`config.mk`:
```
export PLATFORM = sky130hd
export DESIGN_NAME = cntb_run_scan
export DESIGN_NICKNAME = d
export VERILOG_FILES = /design/src/rtl/cntb_run_scan.sv
export SDC_FILE = /design/constraint.sdc
export NUM_CORES = 1
export LEC_CHECK = 0
export CORE_ASPECT_RATIO = 0.7
export CORE_UTILIZATION = 29
export DETAILED_ROUTE_END_ITERATION = 12
export HOLD_SLACK_MARGIN = 0.05
export PLACE_DENSITY = 0.55
export SLEW_MARGIN = 20
export SYNTH_ARGS = -nofsm -noshare
export SYNTH_HDL_FRONTEND = slang
export SYNTH_SLANG_ARGS = --single-unit
```
`constraint.sdc`:
```
create_clock -name clk_i -period 11.7 [get_ports clk_i]
set_clock_uncertainty 0.15 [all_clocks]
set_input_delay 3.51 -clock clk_i [delete_from_list [all_inputs] [get_ports clk_i]]
set_output_delay 3.51 -clock clk_i [all_outputs]
set_load 0.01 [all_outputs]
```
`src/rtl/cntb_run_scan.sv`:
```
// Multi-cycle run-length scanner: counts consecutive bits equal to a match value,
// starting at a selectable index, CHUNK bits per cycle toward the LSB or the MSB.
module cntb_run_scan #(
  parameter int unsigned XLEN  = 32,
  parameter int unsigned CHUNK = 8
) (
  input  logic            clk_i,
  input  logic            rst_ni,
  input  logic            start_i,
  output logic            ready_o,
  input  logic            flush_i,
  input  logic [XLEN-1:0] rs0_i,
  input  logic [XLEN-1:0] rs1_i,
  input  logic            dir_i,
  input  logic [1:0]      sel_i,
  output logic            done_o,
  output logic [XLEN-1:0] rd_o
);

  localparam int unsigned IDX_W = $clog2(XLEN);

  typedef enum logic [1:0] {
    IDLE,
    SCAN,
    DONE
  } state_e;

  state_e            state_q, state_d;
  logic [XLEN-1:0]   data_q, data_d;
  logic [IDX_W-1:0]  pos_q, pos_d;
  logic              dir_q, dir_d;
  logic              m_q, m_d;
  logic [IDX_W:0]    cnt_q, cnt_d;
  logic [XLEN-1:0]   rd_q, rd_d;

  logic [IDX_W-1:0]  idx;
  logic              start_m;
  logic [IDX_W:0]    k;
  logic              run;
  logic              bit_ok;
  logic [IDX_W:0]    p_up;
  logic              next_ok;
  logic              unused_rs1;

  assign idx        = rs1_i[IDX_W-1:0];
  assign unused_rs1 = ^rs1_i[XLEN-1:IDX_W];

  always_comb begin
    case (sel_i)
      2'b01:   start_m = 1'b1;
      2'b10:   start_m = 1'b0;
      default: start_m = rs0_i[idx];
    endcase
  end

  // Leading-match count over the current window; out-of-range positions end the run.
  always_comb begin
    k      = '0;
    run    = 1'b1;
    bit_ok = 1'b0;
    p_up   = '0;
    for (int unsigned j = 0; j < CHUNK; j++) begin
      bit_ok = 1'b0;
      if (dir_q) begin
        p_up = {1'b0, pos_q} + (IDX_W+1)'(j);
        if (p_up < (IDX_W+1)'(XLEN))
          bit_ok = (data_q[p_up[IDX_W-1:0]] == m_q);
      end else begin
        if (IDX_W'(j) <= pos_q)
          bit_ok = (data_q[pos_q - IDX_W'(j)] == m_q);
      end
      if (run && bit_ok)
        k = k + (IDX_W+1)'(1);
      else
        run = 1'b0;
    end
  end

  always_comb begin
    if (dir_q)
      next_ok = ({1'b0, pos_q} + (IDX_W+1)'(CHUNK)) < (IDX_W+1)'(XLEN);
    else
      next_ok = {1'b0, pos_q} >= (IDX_W+1)'(CHUNK);
  end

  always_comb begin
    state_d = state_q;
    data_d  = data_q;
    pos_d   = pos_q;
    dir_d   = dir_q;
    m_d     = m_q;
    cnt_d   = cnt_q;
    rd_d    = rd_q;
    ready_o = 1'b0;
    done_o  = 1'b0;

    case (state_q)
      IDLE: begin
        ready_o = 1'b1;
        if (start_i) begin
          data_d  = rs0_i;
          pos_d   = idx;
          dir_d   = dir_i;
          m_d     = start_m;
          cnt_d   = '0;
          state_d = SCAN;
        end
      end
      SCAN: begin
        cnt_d = cnt_q + k;
        if (k == (IDX_W+1)'(CHUNK) && next_ok) begin
          pos_d = dir_q ? pos_q + IDX_W'(CHUNK) : pos_q - IDX_W'(CHUNK);
        end else begin
          rd_d    = XLEN'(cnt_q + k);
          state_d = DONE;
        end
      end
      DONE: begin
        done_o  = 1'b1;
        state_d = IDLE;
      end
      default: state_d = IDLE;
    endcase

    // Flush overrides every transition and suppresses the result update and pulse.
    if (flush_i) begin
      state_d = IDLE;
      rd_d    = rd_q;
      done_o  = 1'b0;
    end
  end

  always_ff @(posedge clk_i or negedge rst_ni) begin
    if (!rst_ni) begin
      state_q <= IDLE;
      data_q  <= '0;
      pos_q   <= '0;
      dir_q   <= 1'b0;
      m_q     <= 1'b0;
      cnt_q   <= '0;
      rd_q    <= '0;
    end else begin
      state_q <= state_d;
      data_q  <= data_d;
      pos_q   <= pos_d;
      dir_q   <= dir_d;
      m_q     <= m_d;
      cnt_q   <= cnt_d;
      rd_q    <= rd_d;
    end
  end

  assign rd_o = rd_q;

endmodule

```
==> results.py, run 1 <==
metrics = {
    "outcome": {
        "outcome": "finished, final reports clean",
    },
    "layout": {
        "area_delta_synth_final_pct": 11.79,
        "regArea_um2": 1351,
        "multi_input_area_um2": 4935,
        "layout-drive-gt1-share_pct": 16.47,
        "design_area_um2": 7450,
        "final_cells": 1064,
        "fin_util_pct": 33.67,
        "nets": 858,
        "fill_cells": 2298,
        "diodes": 0,
    },
    "cts": {
        "cts_tree": "built",
        "cts_root_buffer": "clkbuf_16",
        "clockBufferDepth": 2,
        "ctsResizeCount": 0,
        "ctsHoldBuffers": 0,
        "htreeDepth": 2,
        "postCtsSetupBuffers": 0,
        "path_clk_slew_ns": 0.07,
        "cts_num_sinks": 54,
        "cts_buffers": 5,
        "clk_latency_ns": 0.30,
    },
    "floorplanning": {
        "fp.dieH_um": 128.8,
        "fp.dieW_um": 183.2,
        "initial_core_util_pct": 30.12,
        "core.rowCount": 45,
        "die-area_um2": 23600,
        "fp.coreArea_um2": 22130,
        "pin_count": 105,
    },
    "critical_path": {
        "r2r_start": "pos_q[2]",
        "crit_start": "pos_q[2]",
        "slowest_stage": "dfrtp_1",
        "crit_path_end_kind": "register",
        "critPathRequiredTime_ns": 11.73,
        "crit_type": "register to register",
        "critPathLaunchType": "register",
        "cp_max_fo": 32,
        "critical-path-max-stage-delay_ns": 0.88,
        "r2r_setup_slack_ns": 3.00,
        "cp.arrival_ns": 8.73,
        "cp_common_cell": "ha_1",
    },
    "global_route": {
        "grt_pass1_wl_um": 30390,
        "overflow": 0,
        "grt_usage_pct": 16.54,
        "grt_pass1_vias": 5214,
        "grt_max_degree": 55,
        "antenna_found_initial": 0,
    },
    "drt": {
        "ant_nets": 0,
        "drc": 0,
        "route.vias.total": 5487,
        "viasPerCell": 5.157,
        "dr.pass1.iters": 6,
        "avgRoutedWirePerCell_um": 17.80,
        "wl_um": 18940,
        "drt-initial-drc-count": 531,
    },
    "timing": {
        "hold_viol_final": 0,
        "rsz0062_at_grt": "no",
        "worst_slack_ns": 3.001,
        "final.min_clock_period_ns": 8.699,
        "hold_ws_ns": 0.3587,
        "period_share_pct": 74.35,
        "max_freq_ghz": 0.1150,
        "tns_ns": 0,
        "setup_viol": 0,
        "tightestPinTransition_ns": 0.8538,
        "finalMaxSlewViolations": 0,
        "max_slew_margin_pct": 43.08,
    },
    "pwr": {
        "switchingPower_mw": 0.5956,
        "clock_power_share_pct": 11.6,
        "comb_power_share_pct": 66.4,
        "power_frac_seq_pct": 22.0,
        "power.density_nw_per_um2": 176.0,
        "p_total_mw": 1.311,
        "p_sw_share_pct": 45.42,
        "leakagePower_nw": 3.136,
        "p_int_mw": 0.7157,
        "vdd_drop_max_mv": 0.07012,
    },
    "placed_design": {
        "io_buffers": 52,
        "hpwlAfterDp_um": 14530,
        "place.gp.congestion": 0.9263,
        "dpl-instance-area_um2": 7303,
        "dp_worst_setup_slack_ns": 3.000,
        "dp.cells": 1056,
    },
    "synth": {
        "synthArstFlopShare_pct": 100.0,
        "synth_cell_types": 65,
        "ys_ff_latch": 54,
        "netlist_area_um2": 6664,
        "synth_warnings": 0,
        "yosys-top-cells-area": "dfrtp_1 (20%), mux4_2 (13%), mux2i_1 (9.3%), mux2_2 (9.1%), nand2_1 (8.6%)",
        "synthCells": 742,
        "synth_edf_count": 0,
        "ys.flop_type": "dfrtp_1",
        "syn_area_per_cell_um2": 8.981,
        "yosysSeqAreaShare_pct": 20.28,
        "synth_top_area_share_pct": 20.28,
        "yosysTopAreaCell": "dfrtp_1",
    },
    "min_path": {
        "hold_class": "register to register",
        "holdCritStartpoint": "state_q[1]",
    },
    "job": {
        "cap_violations": 0,
    },
}
final cells by class:
type,count,area share (%)
Tap cell,305,5.123
Clock inverter,2,0.2351
Clock buffer,6,1.730
Multi-Input combinational cell,620,66.24
Timing Repair Buffer,59,7.625
Inverter,18,0.9070
Sequential cell,54,18.14
power by group through the flow:
| stage | clock [mW] | sequential [mW] | combinational, mW |
|---|---|---|---|
| 6_report | 0.152 | 0.288 | 0.871 |
| 3_3_place_gp | 0 | 0.288 | 0.855 |
| 4_1_cts | 0.158 | 0.285 | 0.866 |
| 5_1_grt | 0.166 | 0.294 | 0.956 |
| 3_5_place_dp | 0 | 0.289 | 0.860 |
| 2_1_floorplan | 0 | 0.252 | 0.694 |
cells in the final DEF, fill, tap and decap left out, types with 23 or more instances in the layout:
master and count:
xnor2_1 28, nand2_1 153, ha_1 28, mux2_2 54, mux4_2 37, nor2_1 23
conb_1 26, clkdlybuf4s50_1 51, dfrtp_1 54, mux2i_1 62
worst paths after layout:
path / end / cells past startpoint
max in group asynchronous: data_q[26] / 2
worst min register to register: state_q[0] / 1
worst max register to register: rd_o[6] / 33
worst min-delay path: state_q[0] / 1
worst max-delay path: rd_o[6] / 33
min in group asynchronous: rd_o[4] / 2
registers in the layout (all words and copies together), names as in the netlist:
register  cells
pos_q         5
state_q       2
data_q       32
cnt_q         6
dir_q         1
m_q           1
rd_o          7
worst max-delay path: cells and delay by family, from the launching register on:
kind	cells	cell delay, ns
compound gates	9	1.77
simple gates	8	0.88
xor+xnor	1	0.42
flops	1	0.88
mux	5	1.81
fa+ha+maj	6	1.78
buf+inv	4	0.86
routing by layer:
layer | track usage [%] | vias up | routed length (um)
li1 | - | 2655 | -
met1 | 27.56 | 2617 | 10280
met2 | 21.65 | 202 | 7073
met3 | 2.378 | 13 | 1386
met4 | 3.137 | 0 | 198
met5 | 0 | - | 0
cells in the mapped netlist, drive strengths merged (2+ instances only):
master	instances
nand2	153
mux2	66
mux2i	62
dfrtp	54
buf	48
mux4	37
xnor2	29
ha	28
clkbuf	27
nor2	23
a21oi	22
o21ai	21
o22ai	20
inv	17
nand2b	14
nand3	12
nor3	12
nor2b	11
xor2	10
nor4	8
o221ai	7
a31oi	6
and2	6
or2	5
a21o	4
a221o	4
nand3b	4
o211ai	4
a211o	3
a21boi	2
a32oi	2
nand4	2
nor3b	2
cell families after synthesis:
logic type,count (synthesis),share of synthesized area [%]
AO/OA/AOI/OAI,105,10.66
XOR/XNOR,40,5.802
adder cells (fa/ha/maj),30,5.727
buffers and inverters,93,7.078
flip-flops,54,20.28
multiplexers,165,33.20
other,1,0.05627
AND/OR/NAND/NOR,254,17.20
Note: power is estimated with default switching activity, not from simulation.
==> inputs of run 2 (changes only) <==
PLACE_DENSITY = 0.57   (was 0.55)
clock period = 7.46 ns   (was 11.7 ns; I/O delays follow)
==> run 2 against run 1 <==
Compared with the run above: flip-flop and latch count unchanged; routed wire length increased by 2.6%; setup slack got worse by 2.7 ns; sequential share of layout area decreased by 1.2 points; clock power increased by 72%; first-iteration DRC count decreased by 13%; critical path type unchanged; critical endpoint unchanged.
==> results.py, run 2 (synthesized netlist as in run 1, its figures left out) <==
metrics = {
    "outcome": {
        "outcome": "finished, final reports clean",
    },
    "layout": {
        "regArea_um2": 1351,
        "diodes": 0,
        "layout-drive-gt1-share_pct": 23.55,
        "area_delta_synth_final_pct": 19.55,
        "fill_cells": 2254,
        "layout_common_cells": "nand2_1 (152), mux2i_1 (56), mux2_2 (54), dfrtp_1 (54), clkdlybuf4s50_1 (51)",
        "top_register": "data_q",
        "nets": 893,
        "multi_input_area_um2": 5086,
        "fin_util_pct": 36.00,
        "layout_commonest_cell": "nand2_1",
        "largest_reg_flops": 32,
        "design_area_um2": 7966,
    },
    "drt": {
        "ant_nets": 0,
        "avgRoutedWirePerCell_um": 17.69,
        "viasPerCell": 5.203,
        "drt-initial-drc-count": 463,
        "wl_um": 19440,
        "dr.pass1.iters": 5,
        "route.vias.total": 5718,
        "drc": 0,
    },
    "critical_path": {
        "cp_top_family": "multiplexers",
        "crit_type": "register to register",
        "critPathLaunchType": "register",
        "critPathBufInv": 4,
        "slowest_stage": "mux4_2",
        "critPathRequiredTime_ns": 7.50,
        "cp.arrival_ns": 7.19,
        "critical-path-max-stage-delay_ns": 0.54,
        "crit_path_end_kind": "register",
        "cp_max_fo": 8,
    },
    "placed_design": {
        "hpwlAfterDp_um": 14910,
        "dpl-instance-area_um2": 7531,
        "io_buffers": 52,
        "place.gp.congestion": 0.9388,
    },
    "floorplanning": {
        "core.rowCount": 45,
        "die-area_um2": 23600,
        "fp.coreArea_um2": 22130,
        "initial_core_util_pct": 30.12,
        "fp.dieW_um": 183.2,
        "pin_count": 105,
        "fp.dieH_um": 128.8,
    },
    "cts": {
        "cts_num_sinks": 54,
        "cts_tree": "built",
        "htreeDepth": 2,
        "path_clk_slew_ns": 0.07,
        "clockBufferDepth": 2,
        "cts_root_buffer": "clkbuf_16",
        "cts_buffers": 5,
        "clk_latency_ns": 0.31,
    },
    "timing": {
        "max_slew_margin_pct": 41.47,
        "hold_ws_ns": 0.3580,
        "period_share_pct": 95.77,
        "hold_viol_final": 0,
        "finalMaxSlewViolations": 0,
        "max_freq_ghz": 0.1400,
        "setup_viol": 0,
        "final.min_clock_period_ns": 7.144,
        "tightestPinTransition_ns": 0.8779,
    },
    "pwr": {
        "leakagePower_nw": 3.358,
        "p_int_mw": 1.243,
        "clock_power_share_pct": 11.7,
        "p_sw_share_pct": 44.46,
        "power.density_nw_per_um2": 281.0,
        "vdd_drop_max_mv": 0.1402,
        "switchingPower_mw": 0.9952,
        "comb_power_share_pct": 68.9,
        "power_frac_seq_pct": 19.4,
    },
    "global_route": {
        "overflow": 0,
        "busiest_layer": "met1",
        "grt_usage_pct": 16.77,
        "grt_use_met2_pct": 21.87,
        "grt_max_degree": 55,
        "grt_pass1_wl_um": 30650,
        "grt_pass1_vias": 5293,
        "antenna_found_initial": 0,
        "use_met3_pct": 2.434,
        "met1_usage_pct": 28.03,
    },
    "job": {
        "cap_violations": 0,
    },
    "min_path": {
        "hold_class": "register to register",
    },
}
## run 2: path summary, 6_finish.rpt
kind,endpoint,slack (ns),cells after the start,from
min in group asynchronous,rd_o[4],1.91,2,rst_ni
max in group asynchronous,data_q[20],4.76,2,rst_ni
worst min register to register,state_q[0],0.36,1,state_q[1]
worst max-delay path,rd_o[6],0.32,33,pos_q[1]
worst max register to register,rd_o[6],0.32,33,pos_q[1]
worst min-delay path,state_q[0],0.36,1,state_q[1]
## run 2: area by class of cell
| cell class | count | area share (%) |
|---|---|---|
| Tap cell | 305 | 4.790 |
| Multi-Input combinational cell | 620 | 63.84 |
| Inverter | 18 | 0.8795 |
| Timing Repair Buffer | 94 | 11.53 |
| Sequential cell | 54 | 16.96 |
| Clock buffer | 6 | 1.743 |
| Clock inverter | 2 | 0.2513 |
## run 2: worst reg2reg max path, delay by kind of cell (launching register included)
family / cells / cell delay, ns
muxes: 6 / 2.05
adders and majority gates: 6 / 1.66
AOI/OAI and AO/OA: 8 / 1.18
and+or+nand+nor: 8 / 0.79
xor gates and xnor gates: 1 / 0.43
DFF: 1 / 0.42
buffers and inverters: 4 / 0.36
## run 2: what timing repair did
item,4_1_cts,5_1_grt
setup buffers,1,4
pin swaps,2,10
hold buffers,0,0
cloned,1,2
gates resized for setup,7,33
endpoints found under the setup margin,4,10
## run 2: power groups by stage
stage	Clock, mW	Sequential (mW)	Combinational (mW)
floorplan	0	0.396	1.09
global placement	0	0.433	1.41
detailed placement	0	0.434	1.42
CTS	0.266	0.428	1.46
global route	0.277	0.442	1.68
finish	0.261	0.435	1.54
## run 2: layer usage
metal  part of all wire (%)  vias up
met1                     53     2758
met4                   0.88        0
met5                      0        -
met3                    7.6       12
met2                     38      216
li1                       -     2732
## run 2: metrics by stage
stage,setup TNS (ns),setup WS [ns],std cells,power [mW]
after floorplan,0,0.06872,767,1.484
after global placement,-0.003979,-0.003979,1083,1.839
after detailed placement,-0.2253,-0.1184,1083,1.854
after CTS,0,0.006557,1093,2.150
after global routing,-0.02729,-0.02729,1099,2.404
final,0,0.3158,1099,2.239
==> inputs of run 3 (changes only) <==
CELL_PAD_IN_SITES_DETAIL_PLACEMENT = 1   (was default)
CELL_PAD_IN_SITES_GLOBAL_PLACEMENT = 1   (was default)
PLACE_DENSITY = 0.69   (was 0.57)
==> run 3 against run 2 <==
Compared with the run above: sequential power barely moved; core utilization grew 1.7 points; setup slack got worse by 0.10 ns.
==> results.py, run 3 (synthesized netlist as in run 1, its figures left out) <==
metrics = {
    "critical_path": {
        "r2r_cells": 34,
        "critPathRequiredTime_ns": 7.50,
        "slowest_stage": "mux4_2",
        "cp.arrival_ns": 7.28,
        "cp_common_cell": "ha_1",
        "crit_path_end_kind": "register",
        "critical-path-max-stage-delay_ns": 0.54,
        "critPathLaunchType": "register",
        "crit_type": "register to register",
        "cp_max_fo": 8,
    },
    "floorplanning": {
        "die-area_um2": 23600,
        "core.rowCount": 45,
        "pin_count": 105,
        "fp.dieW_um": 183.2,
        "fp.coreArea_um2": 22130,
        "fp.dieH_um": 128.8,
        "initial_core_util_pct": 30.12,
    },
    "layout": {
        "fill_cells": 2555,
        "largest_reg_flops": 32,
        "nets": 917,
        "fin_util_pct": 37.70,
        "layout-drive-gt1-share_pct": 27.38,
        "diodes": 0,
        "layout_commonest_cell": "nand2_1",
        "layout_common_cells": "nand2_1 (151), buf_4 (55), mux2i_1 (54), dfrtp_1 (54), clkdlybuf4s50_1 (51)",
        "design_area_um2": 8342,
        "top_register": "data_q",
        "area_delta_synth_final_pct": 25.18,
    },
    "cts": {
        "path_clk_slew_ns": 0.08,
        "cts_num_sinks": 54,
        "clk_latency_ns": 0.30,
        "cts_root_buffer": "clkbuf_16",
        "cts_tree": "built",
        "cts_buffers": 5,
        "ctsHoldBuffers": 0,
        "htreeDepth": 2,
        "clockBufferDepth": 2,
    },
    "placed_design": {
        "place.gp.congestion": 0.9165,
        "dpl-instance-area_um2": 7634,
        "io_buffers": 52,
        "hpwlAfterDp_um": 16530,
    },
    "timing": {
        "final.min_clock_period_ns": 7.244,
        "max_freq_ghz": 0.1380,
        "period_share_pct": 97.11,
        "tns_ns": 0,
        "hold_viol_final": 0,
        "tightestPinTransition_ns": 0.8936,
        "finalMaxSlewViolations": 0,
        "setup_viol": 0,
        "max_slew_margin_pct": 40.43,
    },
    "outcome": {
        "outcome": "finished, final reports clean",
    },
    "drt": {
        "ant_nets": 0,
        "drt-initial-drc-count": 581,
        "dr.pass1.iters": 5,
        "drc": 0,
        "viasPerCell": 5.423,
        "wl_um": 22540,
        "avgRoutedWirePerCell_um": 20.07,
        "route.vias.total": 6090,
    },
    "min_path": {
        "whs_path_depth": 2,
        "hold_class": "register to register",
    },
    "global_route": {
        "grt_pass1_vias": 5744,
        "grt_pass1_wl_um": 33800,
        "antenna_found_initial": 0,
        "overflow": 0,
        "grt_max_degree": 55,
        "grt_usage_pct": 18.49,
    },
    "pwr": {
        "power_frac_seq_pct": 18.1,
        "clock_power_share_pct": 10.2,
        "vdd_drop_max_mv": 0.1303,
        "power.density_nw_per_um2": 288.1,
        "p_total_mw": 2.403,
        "comb_power_share_pct": 71.7,
        "p_int_mw": 1.318,
        "switchingPower_mw": 1.085,
        "p_sw_share_pct": 45.15,
        "leakagePower_nw": 3.535,
    },
    "job": {
        "cap_violations": 0,
    },
}
[run 3: changes by cell type in the layout (fill, tap and decap cells not counted), moves of 2 or more]
cell	delta
a21oi_2	+2
buf_12	+2
buf_4	+20
mux2_2	-6
mux2_4	+7
mux2i_1	-2
mux2i_4	+3
nor2_1	-2
nor2_2	+2
xor2_4	+2
[run 3: power by group through the flow]
stage / registers [mW] / clock network, mW / logic, mW
floorplan: 0.396 / 0 / 1.09
global placement: 0.430 / 0 / 1.45
detailed placement: 0.433 / 0 / 1.49
CTS: 0.427 / 0.254 / 1.54
global route: 0.442 / 0.262 / 1.84
finish: 0.435 / 0.245 / 1.72
[run 3: worst max-delay path: cells and delay by family, from the launching register on]
kind | cells | cell delay [ns]
AO/OA/AOI/OAI | 7 | 1.10
XOR/XNOR | 1 | 0.17
adder cells (fa/ha/maj) | 6 | 1.68
buffers and inverters | 5 | 0.45
flip-flops | 1 | 0.42
multiplexers | 7 | 2.41
AND/OR/NAND/NOR | 8 | 0.75
[run 3: layout make-up]
| class | instances | area (um^2) | share of cell area, % |
|---|---|---|---|
| Inverter | 18 | 70.07 | 0.8400 |
| Tap cell | 305 | 381.6 | 4.575 |
| Timing Repair Buffer | 118 | 1165 | 13.96 |
| Clock buffer | 6 | 128.9 | 1.545 |
| Clock inverter | 2 | 17.52 | 0.2100 |
| Multi-Input combinational cell | 620 | 5228 | 62.67 |
| Sequential cell | 54 | 1351 | 16.20 |
[run 3: path summary, 6_finish.rpt]
check,start,end,slack [ns]
hold reg to reg,cnt_q[4],cnt_q[4],0.37
setup / recovery,pos_q[1],rd_o[6],0.22
hold / removal,cnt_q[4],cnt_q[4],0.37
setup reg to reg,pos_q[1],rd_o[6],0.22
max in group asynchronous,rst_ni,data_q[30],4.75
min in group asynchronous,rst_ni,rd_o[6],1.91
[run 3: through the flow]
step / hold WS (ns) / cells / setup slack (ns)
2_1_floorplan: 0.3086 / 767 / 0.06872
3_3_place_gp: 0.3462 / 1095 / -0.1009
3_5_place_dp: 0.3532 / 1095 / -0.2219
4_1_cts: 0.3703 / 1107 / 0.004347
5_1_grt: 0.3956 / 1123 / -0.07101
6_report: 0.3675 / 1123 / 0.2155
[run 3: layer usage]
| metal | global-route usage, % | wire [um] |
|---|---|---|
| met1 | 29.85 | 11300 |
| met4 | 2.941 | 261 |
| met3 | 2.066 | 1526 |
| met2 | 26.17 | 9450 |
| met5 | 0 | 0 |
[run 3: timing repair]
item	4_1_cts	5_1_grt
setup endpoints to repair	5	11
gates resized for setup	12	61
endpoints found under the hold margin	0	0
buffers inserted	3	14
pin swaps	4	18
gates cloned	1	3
